--- src/rtl/fifo_burst_sched.sv ---
// Drains a show-ahead FIFO as length-announced bursts: command handshake, then zero-latency beats under dat_ready_i.
// Partial bursts start on flush_i, or on an idle timeout when FIFO_BURST_SCHED_TIMEOUT_EN is defined.
module fifo_burst_sched #(
  parameter int aw        = 3,
  parameter int dw        = 8,
  parameter int burst_len = 4,
  parameter int timeout_t = 16
) (
  input  logic          clk_i,
  input  logic          reset_n_i,
  input  logic [aw:0]   fifo_r_num_val_i,
  input  logic [dw-1:0] fifo_r_dout_i,
  output logic          fifo_r_en_o,
  input  logic          flush_i,
  output logic          cmd_req_o,
  output logic [aw:0]   cmd_len_o,
  input  logic          cmd_ack_i,
  output logic          dat_valid_o,
  output logic [dw-1:0] dat_o,
  output logic          dat_last_o,
  input  logic          dat_ready_i,
  output logic          busy_o
);

  typedef enum logic [1:0] {IDLE, REQ, XFER} state_t;

  localparam logic [aw:0] full_len = (aw+1)'(burst_len);
  localparam logic [aw:0] one      = (aw+1)'(1);

  state_t      state, state_nxt;
  logic [aw:0] beat_cnt;
  logic        has_data, full, partial, start, timeout_hit;

  assign has_data = fifo_r_num_val_i != '0;
  assign full     = fifo_r_num_val_i >= full_len;
  assign partial  = has_data && !full;

`ifdef FIFO_BURST_SCHED_TIMEOUT_EN
  localparam logic [7:0] tmr_max = 8'(timeout_t);
  logic [7:0] idle_tmr;

  assign timeout_hit = idle_tmr == tmr_max;

  // Counts only while a partial burst waits in IDLE; any other condition restarts the wait.
  always_ff @(posedge clk_i or negedge reset_n_i) begin
    if (!reset_n_i) begin
      idle_tmr <= '0;
    end else if (state == IDLE && partial && state_nxt == IDLE) begin
      idle_tmr <= timeout_hit ? idle_tmr : idle_tmr + 8'd1;
    end else begin
      idle_tmr <= '0;
    end
  end
`else
  assign timeout_hit = 1'b0;
`endif

  assign busy_o      = state != IDLE;
  assign cmd_req_o   = state == REQ;
  assign dat_valid_o = (state == XFER) && has_data;
  assign dat_o       = (state == XFER) ? fifo_r_dout_i : '0;
  assign fifo_r_en_o = dat_valid_o && dat_ready_i;
  assign dat_last_o  = dat_valid_o && (beat_cnt == one);

  always_comb begin
    state_nxt = state;
    start     = 1'b0;
    case (state)
      IDLE: begin
        if (full || (partial && (flush_i || timeout_hit))) begin
          start     = 1'b1;
          state_nxt = REQ;
        end
      end
      REQ: begin
        if (cmd_ack_i) state_nxt = XFER;
      end
      XFER: begin
        if (fifo_r_en_o && beat_cnt == one) state_nxt = IDLE;
      end
      default: state_nxt = IDLE;
    endcase
  end

  always_ff @(posedge clk_i or negedge reset_n_i) begin
    if (!reset_n_i) begin
      state     <= IDLE;
      cmd_len_o <= '0;
      beat_cnt  <= '0;
    end else begin
      state <= state_nxt;
      if (start) cmd_len_o <= full ? full_len : fifo_r_num_val_i;
      // Beat count is armed from the latched length so a burst can never overrun it.
      if (state == REQ && cmd_ack_i) begin
        beat_cnt <= cmd_len_o;
      end else if (fifo_r_en_o) begin
        beat_cnt <= beat_cnt - one;
      end
    end
  end

endmodule

--- config.mk ---
export PLATFORM = sky130hd
export DESIGN_NAME = fifo_burst_sched
export DESIGN_NICKNAME = d
export VERILOG_FILES = /design/src/rtl/fifo_burst_sched.sv
export SDC_FILE = /design/constraint.sdc
export NUM_CORES = 1
export LEC_CHECK = 0
export BUFFER_PORTS_ARGS = -buffer_cell sky130_fd_sc_hd__buf_2
export CORE_MARGIN = 4
export CORE_UTILIZATION = 43
export DETAILED_ROUTE_END_ITERATION = 16
export PLACE_DENSITY_LB_ADDON = 0.25
export SLEW_MARGIN = 25
export SYNTH_ARGS = -nofsm -noshare
export SYNTH_HDL_FRONTEND = slang
export SYNTH_SLANG_ARGS = --single-unit
--- constraint.sdc ---
create_clock -name clk_i -period 1.57 [get_ports clk_i]
set_input_delay 0.157 -clock clk_i [delete_from_list [all_inputs] [get_ports clk_i]]
set_output_delay 0.157 -clock clk_i [all_outputs]
set_load 0.01 [all_outputs]
# Word-level counts from Yosys, hierarchy flattened
# Cells that the tools add are included.
[totals]
register_bits = 10
wordCells = 35
inputBits = 17
output_inout_bits = 17
[classes]
magnitude_cmp = 1
muxes = 10
eq_ne = 6
addsub = 1
n_reduce_logical = 14
[op_table]
columns = ["operator", "n"]
rows = [
  ["$mux 4", 3],
  ["$mux 8", 1],
  ["$logic_and 1x1->1", 7],
  ["$mux 2", 3],
  ["$pmux 2 s3", 1],
  ["$eq 4x1->1 const B", 1],
  ["$ge 4x3->1 const B", 1],
  ["$ne 2x1->1 const B", 2],
  ["$reduce_bool 2->1", 2],
  ["$reduce_bool 4->1", 1],
  ["$sub 4x1->4 const B", 1],
  ["$reduce_and 3->1", 1],
  ["$eq 2x1->1 const B", 1],
  ["$eq 2x2->1 const B", 1],
  ["$logic_not 2->1", 1],
  ["$mux 1", 2],
  ["$ne 2x2->1 const B", 1],
  ["$logic_not 1->1", 1],
  ["$logic_or 1x1->1", 1],
]

# Longest topological paths before layout
# Gate-level depths: netlist of run 1.
[logic_depth]
word_depth = 7
ltp_mapped = 5
ltp_nobuf = 5

# Worst setup path after synthesis of run 1
# No wires, ideal clock.
[synth_path]
kind = "register -> register"
startpoint = "register state[0]"
endpoint = "register beat_cnt[3]"
synth_period_minus_slack_ns = 1.337
stages_incl_launch_ff = 4
path_slack_ns = 0.233
t_arrival_ns = 1.211
setup_time_ns = 0.126
n_path_buf = 0
t_required_ns = 1.444
path_cell_list = "dfrtp_1 > nand3b_1 > o21a_2 > a221o_1"
[synth_between]
elab_chain_cells = 4
elab_cells_between_ends = 7
cone_classes = "2 x eq/ne; 1 x mux; 4 x reduce/logical"
[synth_rtl]
columns = ["item", "line", "source"]
rows = [
  ["start: declaration", "30", "state_t state, state_nxt;"],
  ["start signal: assignment", "91", "state <= state_nxt;"],
  ["$eq 2x2->1", "60", "assign dat_valid_o = (state == XFER) && has_data;"],
  ["$logic_and 1x1->1", "60", ""],
  ["$logic_and 1x1->1", "62", "assign fifo_r_en_o = dat_valid_o && dat_ready_i;"],
  ["$reduce_bool 2->1 (no line)", "n/a", ""],
  ["end signal: assignment", "95", "beat_cnt <= cmd_len_o;"],
  ["end signal: assignment", "97", "beat_cnt <= beat_cnt - one;"],
  ["end: declaration", "31", "logic [aw:0] beat_cnt;"],
]
# Several ways; a longest one is shown, not always the timed one.
# A chain may end at the register's enable or synchronous reset.

# Worst setup path after layout of run 1
[layout_path]
startpoint = "register state[0]"
endpoint = "output port busy_o"
[layout_between]
elab_chain_cells = 1
[layout_rtl]
columns = ["item", "line", "source"]
rows = [
  ["$reduce_bool 2->1", "58", "assign busy_o = state != IDLE;"],
  ["end: declaration", "22", "output logic busy_o"],
]
# No other way between the ends.

==> reports/results.txt, run 1 <==
filler cell count - 120
critical path class - reg -> out
H-tree levels - 1
Critical Path Source - state[0]
drt drc - 0
Cell Chain, Critical Path - buf_4 -> nor2_1 -> inv_1 -> buf_2
CTS clk-pin slew, worst paths - 0.06 ns
register area - 250 um2
# IOs - 34
outcome - finished, final reports clean
largest net degree at the start of global routing - 11
NumNets Final - 130
Longest Clk Path Bufs - 2
most common cell after layout, fill and taps aside - buf_2
fin util - 68.4%
required time worst endpoint - 1.41 ns
vias in the first global route - 634
Peak supply drop - 822 uV
type of the worst min-delay path - in -> reg
FF-to-FF path depth - 4
Antenna Cells - 0
synth warn - 0
Inst Count DP - 117
Total Routing Usage GR - 17.9%
vias post-DR - 686
slowest cell on the critical path - dfrtp_1
pwr dens - 1550 nW/um2
Slew Limit Fails - 0
number of synthesized flops with an enable pin - 0
CTS tree - built
die area - 2160 um2
CP Max Fanout - 8
Distinct cells, synth - 29
FF-to-FF Start - state[1]
clock skew - 0.00369 ns
top cells by area, synth - dfrtp_1, and2_1, a211oi_1
Worst path depth - 4
Synth Register Bits - 10
Die Ht - 46.5 um
most frequent cells in the layout - buf_2, dfrtp_1, and2_1
core area - 1350 um2
layout cells sized above 1 - 45.5%
maximum clock frequency - 0.655 GHz
register-to-register setup slack - 0.08 ns
HPWL after DPL - 1.36 mm
Top Family by Delay on Critical Path - buffers and inverters
Num CTS Buffers - 3
Worst Setup End Kind - primary output
Final Cycle Share - 97.2%
Layout area overhead - 45.0%
std cell rows - 13
top-area cell type share of the netlist area - 39.3%
DRT Pass-1 Iters - 4
WL per Instance - 13.6 um
Post-Layout Cell Count - 125
die width - 46.5 um
Mapped Cells - 68
vias per inst - 5.49
routed wire length - 1.71 mm
Setup violations, final - 0
crit-path max cell delay - 0.37 ns
antenna violations before repair - 0
Skew-Pair Late Insertion Delay - 0.26 ns
R2R Path End - beat_cnt[2]
clock sink count - 10
Worst Tran Pin Value - 0.553 ns
Max-Cap Viols - 0
Post-DRT Antenna Nets - 0
Initial Utilization - 47.2%
CP endpoint - busy_o
arrival time worst endpoint - 1.37 ns
asr flop ratio synth - 100%
first-pass GRT wire length - 2.62 mm
Slew HR - 62.8%
synthesized area per cell - 9.37 um2
Starting DRT DRC Count - 11
sequential area share after synthesis - 39.3%
ys flop type - dfrtp_1
Port Buf Inserts - 33
Hold Vio Cnt, Final - 0
Lkg Pwr - 0.471 nW
post-route minimum period - 1.53 ns
Final GP Congestion - 0.758
Cell Area, Synth - 637 um2
grt total ovfl - 0
Multi-input gate area - 398 um2
Startpoint Class - register
CTS Root Cell - clkbuf_4
Buf+Inv Stages, Crit Path - 3
RSZ-0062 raised after global routing - yes
post-synth top area cell - dfrtp_1
post-synthesis net count - 87
per-stage QoR:
| stage | total power (W) | TNS [ns] | hold WS (ns) | setup WS [ns] | area (um2) |
|---|---|---|---|---|---|
| after floorplan | 0.000864 | 0 | -0.139 | 0.233 | 637 |
| after global placement | 0.00109 | 0 | 0.0263 | 0.193 | 828 |
| after detailed placement | 0.00112 | 0 | 0.0290 | 0.181 | 828 |
| after CTS | 0.00138 | 0 | 0.180 | 0.00106 | 885 |
| after global routing | 0.00156 | -0.101 | 0.201 | -0.0308 | 923 |
| final | 0.00143 | 0 | 0.186 | 0.0441 | 923 |
worst min-delay path by stage:
| stage | slack [ns] | from | end | cells past startpoint |
|---|---|---|---|---|
| 2_1_floorplan | -0.14 | reset_n_i | beat_cnt[0] | 0 |
| 3_3_place_gp | 0.03 | reset_n_i | cmd_len_o[1] | 1 |
| 3_5_place_dp | 0.03 | reset_n_i | cmd_len_o[0] | 1 |
| 4_1_cts | 0.18 | cmd_ack_i | state[0] | 3 |
| 5_1_grt | 0.20 | fifo_r_num_val_i[1] | cmd_len_o[1] | 3 |
| 6_report | 0.19 | cmd_ack_i | state[0] | 3 |
per-layer routing:
metal / vias up / GRT usage [%] / share of wire (%)
li1: 341 / - / -
met1: 316 / 18.2 / 37
met2: 27 / 29.9 / 55
met3: 2 / 4.30 / 7.0
met4: 0 / 15.9 / 1.4
met5: - / 0 / 0
logic make-up after synthesis:
kind of cell             synth area share (%)
AND/OR/NAND/NOR                          33.0
adder cells (fa/ha/maj)                  3.93
buffers and inverters                    2.36
AO/OA/AOI/OAI                            21.4
flip-flops                               39.3
power breakdown:
group / switching [W] / leakage [nW] / internal, W
logic: 0.000393 / 0.325 / 0.000353
clock network: 0.0000879 / 0.0210 / 0.000141
registers: 0.000103 / 0.125 / 0.000357
Yosys cell counts (all sizes together), types with 2 or more instances:
cell type / count
inv: 4
nand3b: 2
o21a: 2
o21ai: 4
a211oi: 4
nand2: 4
dfrtp: 10
nor2: 6
nand2b: 2
nand4: 2
or4: 2
and2: 8
nor2b: 2
nor4: 3
ha: 2
worst register-to-register path, stage by stage, from the launching register on:
cell and delay (ns):
dfrtp_1 0.50, nand3b_1 0.24, buf_4 0.21, or4_1 0.39, nand3_1 0.10
cell type report:
cell class / count / share of cell area, %
clock buffers: 4 / 3.93
inverters: 4 / 1.63
multi-input cells: 54 / 43.1
flip-flops and latches: 10 / 27.1
well taps: 15 / 2.03
repair buffers: 38 / 22.2
state kept, by name (all words and copies together), names as in the netlist:
| register | count |
|---|---|
| state | 2 |
| beat_cnt | 4 |
| cmd_len_o | 4 |
what timing repair did:
action / in CTS / in global routing
endpoints found under the hold margin: 10 / 0
hold buffers: 1 / 0
endpoints found under the setup margin: 9 / 3
resized for setup: 2 / 4
buffers inserted: 1 / 2
pin swaps: 1 / 3
(Power assumes the default switching activity.)
==> run 2: changes to the inputs <==
Settings changed: CORE_MARGIN 4 to 8.
==> reports/results.txt, run 2 (synthesized netlist as in run 1, its figures left out) <==
Final Cycle Share - 95.8%
NumNets Final - 130
met2 usage - 23.9%
largest net degree at the start of global routing - 11
post-route minimum period - 1.50 ns
pwr dens - 1490 nW/um2
std cell rows - 14
RSZ-0062 raised after global routing - yes
drt drc - 0
Worst Setup End Kind - primary output
# IOs - 34
pre-CTS setup slack - 0.181 ns
Antenna Cells - 0
Starting DRT DRC Count - 10
H-tree levels - 1
grt total ovfl - 0
Inst Count DP - 119
Slew HR - 66.0%
Total Routing Usage GR - 13.9%
Setup WS post-layout - 0.0656 ns
Startpoint Class - register
register-to-register setup slack - 0.13 ns
Initial Utilization - 43.8%
Hold Vio Cnt, Final - 0
CTS Root Cell - clkbuf_4
antenna violations before repair - 0
core area - 1450 um2
CP Max Fanout - 8
filler cell count - 132
layout cells sized above 1 - 42.2%
Skew-Pair Late Insertion Delay - 0.26 ns
required time worst endpoint - 1.41 ns
Max-Cap Viols - 0
Setup violations, final - 0
busiest grt layer - met2
Post-Layout Cell Count - 125
CTS clk-pin slew, worst paths - 0.06 ns
CTS tree - built
WHS - 0.182 ns
Multi-input gate area - 374 um2
arrival time worst endpoint - 1.35 ns
vias post-DR - 708
maximum clock frequency - 0.665 GHz
critical path class - reg -> out
Num CTS Buffers - 3
most common cell after layout, fill and taps aside - buf_2
DRT Pass-1 Iters - 4
vias in the first global route - 668
type of the worst min-delay path - in -> reg
vias per inst - 5.66
Longest Clk Path Bufs - 2
outcome - finished, final reports clean
first-pass GRT wire length - 3.06 mm
met3 Usage GRT - 3.26%
Peak supply drop - 861 uV
Post-DRT Antenna Nets - 0
met1 Track Usage GR - 14.9%
Lkg Pwr - 0.455 nW
Top Registers - beat_cnt: 4 flops, cmd_len_o: 4 flops, state: 2 flops
clock sink count - 10
WL per Instance - 14.8 um
Final GP Congestion - 0.741
Slew Limit Fails - 0
HPWL after DPL - 1.49 mm
die area - 2970 um2
Port Buf Inserts - 33
Worst Tran Pin Value - 0.506 ns
routed wire length - 1.86 mm
most frequent cells in the layout - buf_2, dfrtp_1, and2_1
register area - 251 um2
Die Ht - 54.5 um
die width - 54.5 um
clock skew - 0.00100 ns
Layout area overhead - 39.5%
## run 2: changes by cell type in the layout (fill, tap and decap cells not counted)
cell / previous run / this run
a211oi_1: 3 / 4
a211oi_2: 1 / 0
clkbuf_8: 1 / 0
dfrtp_1: 10 / 9
dfrtp_2: 0 / 1
inv_1: 3 / 4
inv_2: 1 / 0
nand2b_1: 1 / 2
nand2b_4: 1 / 0
nor2b_2: 0 / 1
nor2b_4: 1 / 0
nor4_1: 1 / 2
nor4_2: 1 / 0
## run 2: metrics by stage
stage / util, % / TNS [ns] / cell area (um2) / total power (W)
floorplan: - / 0 / 637 / 0.000864
global placement: 57.6 / 0 / 837 / 0.00110
detailed placement: 57.6 / 0 / 837 / 0.00113
CTS: 60.3 / 0 / 877 / 0.00131
global route: 61.1 / -0.00699 / 888 / 0.00145
finish: 61.1 / 0 / 888 / 0.00132
## run 2: final timing paths
check                              from           end  depth (start not counted)
max in group asynchronous     reset_n_i      state[0]                          2
min in group asynchronous     reset_n_i  cmd_len_o[2]                          2
hold reg to reg            cmd_len_o[2]   beat_cnt[2]                          2
setup reg to reg               state[0]   beat_cnt[3]                          4
hold / removal                cmd_ack_i      state[0]                          3
setup / recovery               state[0]   fifo_r_en_o                          4
## run 2: final cells by class
type | instances | share of cell area, %
Clock buffer | 3 | 2.54
Inverter | 4 | 1.69
Multi-Input combinational cell | 54 | 42.1
Sequential cell | 10 | 28.3
Tap cell | 16 | 2.25
Timing Repair Buffer | 38 | 23.1
## run 2: power by group
group,internal (W),leakage (nW),switching (W)
clock network,0.0000883,0.0138,0.0000810
registers,0.000360,0.124,0.000113
logic,0.000325,0.317,0.000356
total,0.000774,0.455,0.000550
## run 2: what timing repair did
action                     in CTS  in global routing
setup endpoints to repair       1                 10
cloned                          0                  0
gates resized for setup         0                  2
hold endpoints to repair       10                  0
setup buffers                   1                  1
hold buffers                    1                  0
## run 2: critical path, cell delays in order (launching register included)
cell and delay, ns:
dfrtp_2 0.45, nand3b_1 0.21, buf_4 0.18, nor2_2 0.11
buf_2 0.14
## run 2: metal layers
metal	share of wire (%)	routed length, um
met1	40	742
met5	0	0
met4	2.8	52
met2	47	870
met3	10	191
==> run 3: changes to the inputs <==
Settings changed: CORE_MARGIN 8 to default.
==> reports/results.txt, run 3 (synthesized netlist as in run 1, its figures left out) <==
Peak supply drop - 882 uV
Top Registers - beat_cnt: 4 flops, cmd_len_o: 4 flops, state: 2 flops
grt total ovfl - 0
Total Routing Usage GR - 21.2%
crit-path max cell delay - 0.49 ns
Skew-Pair Late Insertion Delay - 0.27 ns
Longest Clk Path Bufs - 2
outcome - finished, final reports clean
Clock Power Share - 12.2%
H-tree levels - 1
Num CTS Buffers - 3
Hold Vio Cnt, Final - 0
Die Ht - 40.5 um
CTS tree - built
Setup violations, final - 0
Final GP Congestion - 0.763
Buf+Inv Stages, Crit Path - 1
Max-Cap Viols - 0
# IOs - 34
Post-DRT Antenna Nets - 0
Layout area overhead - 47.9%
most frequent cells in the layout - buf_2, dfrtp_1, and2_1
slowest cell on the critical path - or4_1
CP Max Fanout - 2
critical path class - reg -> reg
switching pwr - 0.000606 W
CTS Root Cell - clkbuf_4
HPWL after DPL - 1.24 mm
Slew HR - 63.8%
first-pass GRT wire length - 2.25 mm
maximum clock frequency - 0.655 GHz
Combinational Power Share - 54.1%
Top Family by Delay on Critical Path - simple AND/OR/NAND/NOR gates
Worst Tran Pin Value - 0.539 ns
Slew Limit Fails - 0
WL per Instance - 13.2 um
type of the worst min-delay path - in -> reg
antenna violations before repair - 0
drt drc - 0
Final Cycle Share - 97.2%
std cell rows - 13
pwr dens - 1540 nW/um2
routed wire length - 1.66 mm
arrival time worst endpoint - 1.73 ns
NumNets Final - 132
largest net degree at the start of global routing - 11
Starting DRT DRC Count - 11
core area - 1330 um2
sw frac - 41.8%
most common cell after layout, fill and taps aside - buf_2
vias per inst - 5.50
CTS clk-pin slew, worst paths - 0.06 ns
Internal - 0.000844 W
Worst Setup End Kind - register
Lkg Pwr - 0.481 nW
WHS - 0.189 ns
clock skew - 0.00181 ns
required time worst endpoint - 1.77 ns
post-route minimum period - 1.53 ns
Port Buf Inserts - 33
Cell Chain, Critical Path - buf_4 -> or4_1 -> a211oi_1 -> a221o_1
Final Power - 0.00145 W
Initial Utilization - 47.7%
layout cells sized above 1 - 45.9%
clock sink count - 10
die area - 1640 um2
DRT Pass-1 Iters - 4
vias post-DR - 693
Antenna Cells - 0
vias in the first global route - 555
Startpoint Class - register
die width - 40.5 um
part of the power in registers - 33.7%
==> run 3: path summary, 6_finish.rpt <==
check	start	to	slack, ns	cells past startpoint
setup / recovery	beat_cnt[1]	beat_cnt[3]	0.04	4
hold / removal	cmd_ack_i	state[0]	0.19	3
setup reg to reg	beat_cnt[1]	beat_cnt[3]	0.04	4
hold reg to reg	cmd_len_o[2]	beat_cnt[2]	0.54	2
max in group asynchronous	reset_n_i	state[0]	1.07	2
min in group asynchronous	reset_n_i	beat_cnt[0]	0.29	2
==> run 3: worst register-to-register path: stages (launching register included) <==
cell and delay [ns]:
dfrtp_1 0.39, buf_4 0.14, or4_1 0.49, a211oi_1 0.28, a221o_1 0.16
==> run 3: through the flow <==
step           setup TNS (ns)  setup slack, ns  util [%]  area (um2)  instances
2_1_floorplan               0            0.233         -         637         68
3_3_place_gp                0            0.230      62.7         836        118
3_5_place_dp                0            0.184      62.7         836        118
4_1_cts                     0          0.00185      65.1         868        122
5_1_grt               -0.0163          -0.0140      70.6         942        126
6_report                    0           0.0437      70.6         942        126
==> run 3: repair_timing <==
item,4_1_cts,5_1_grt
gates resized for setup,0,9
hold buffers,1,0
buffers inserted,0,4
endpoints found under the setup margin,0,10
hold endpoints to repair,10,0
==> run 3: metal layers <==
metal  track usage (%)  vias up  share of wire (%)
met3              3.33        3                6.6
met5                 0        -                  0
met1              23.3      314                 39
li1                  -      346                  -
met4              10.0        0                1.1
met2              38.9       30                 53
==> run 3: power groups by stage <==
| stage | clock network [W] | registers [W] | logic, W |
|---|---|---|---|
| floorplan | 0 | 0.000457 | 0.000406 |
| global placement | 0 | 0.000466 | 0.000623 |
| detailed placement | 0 | 0.000476 | 0.000635 |
| CTS | 0.000182 | 0.000473 | 0.000642 |
| global route | 0.000197 | 0.000507 | 0.000874 |
| finish | 0.000177 | 0.000488 | 0.000784 |
==> run 3: cell type report <==
| type | instances | area (um2) |
|---|---|---|
| Clock buffer | 3 | 22.5 |
| Timing Repair Buffer | 40 | 229 |
| Tap cell | 15 | 18.8 |
| Multi-Input combinational cell | 54 | 405 |
| Sequential cell | 10 | 251 |
| Fill cell | 109 | 392 |
| Inverter | 4 | 15.0 |
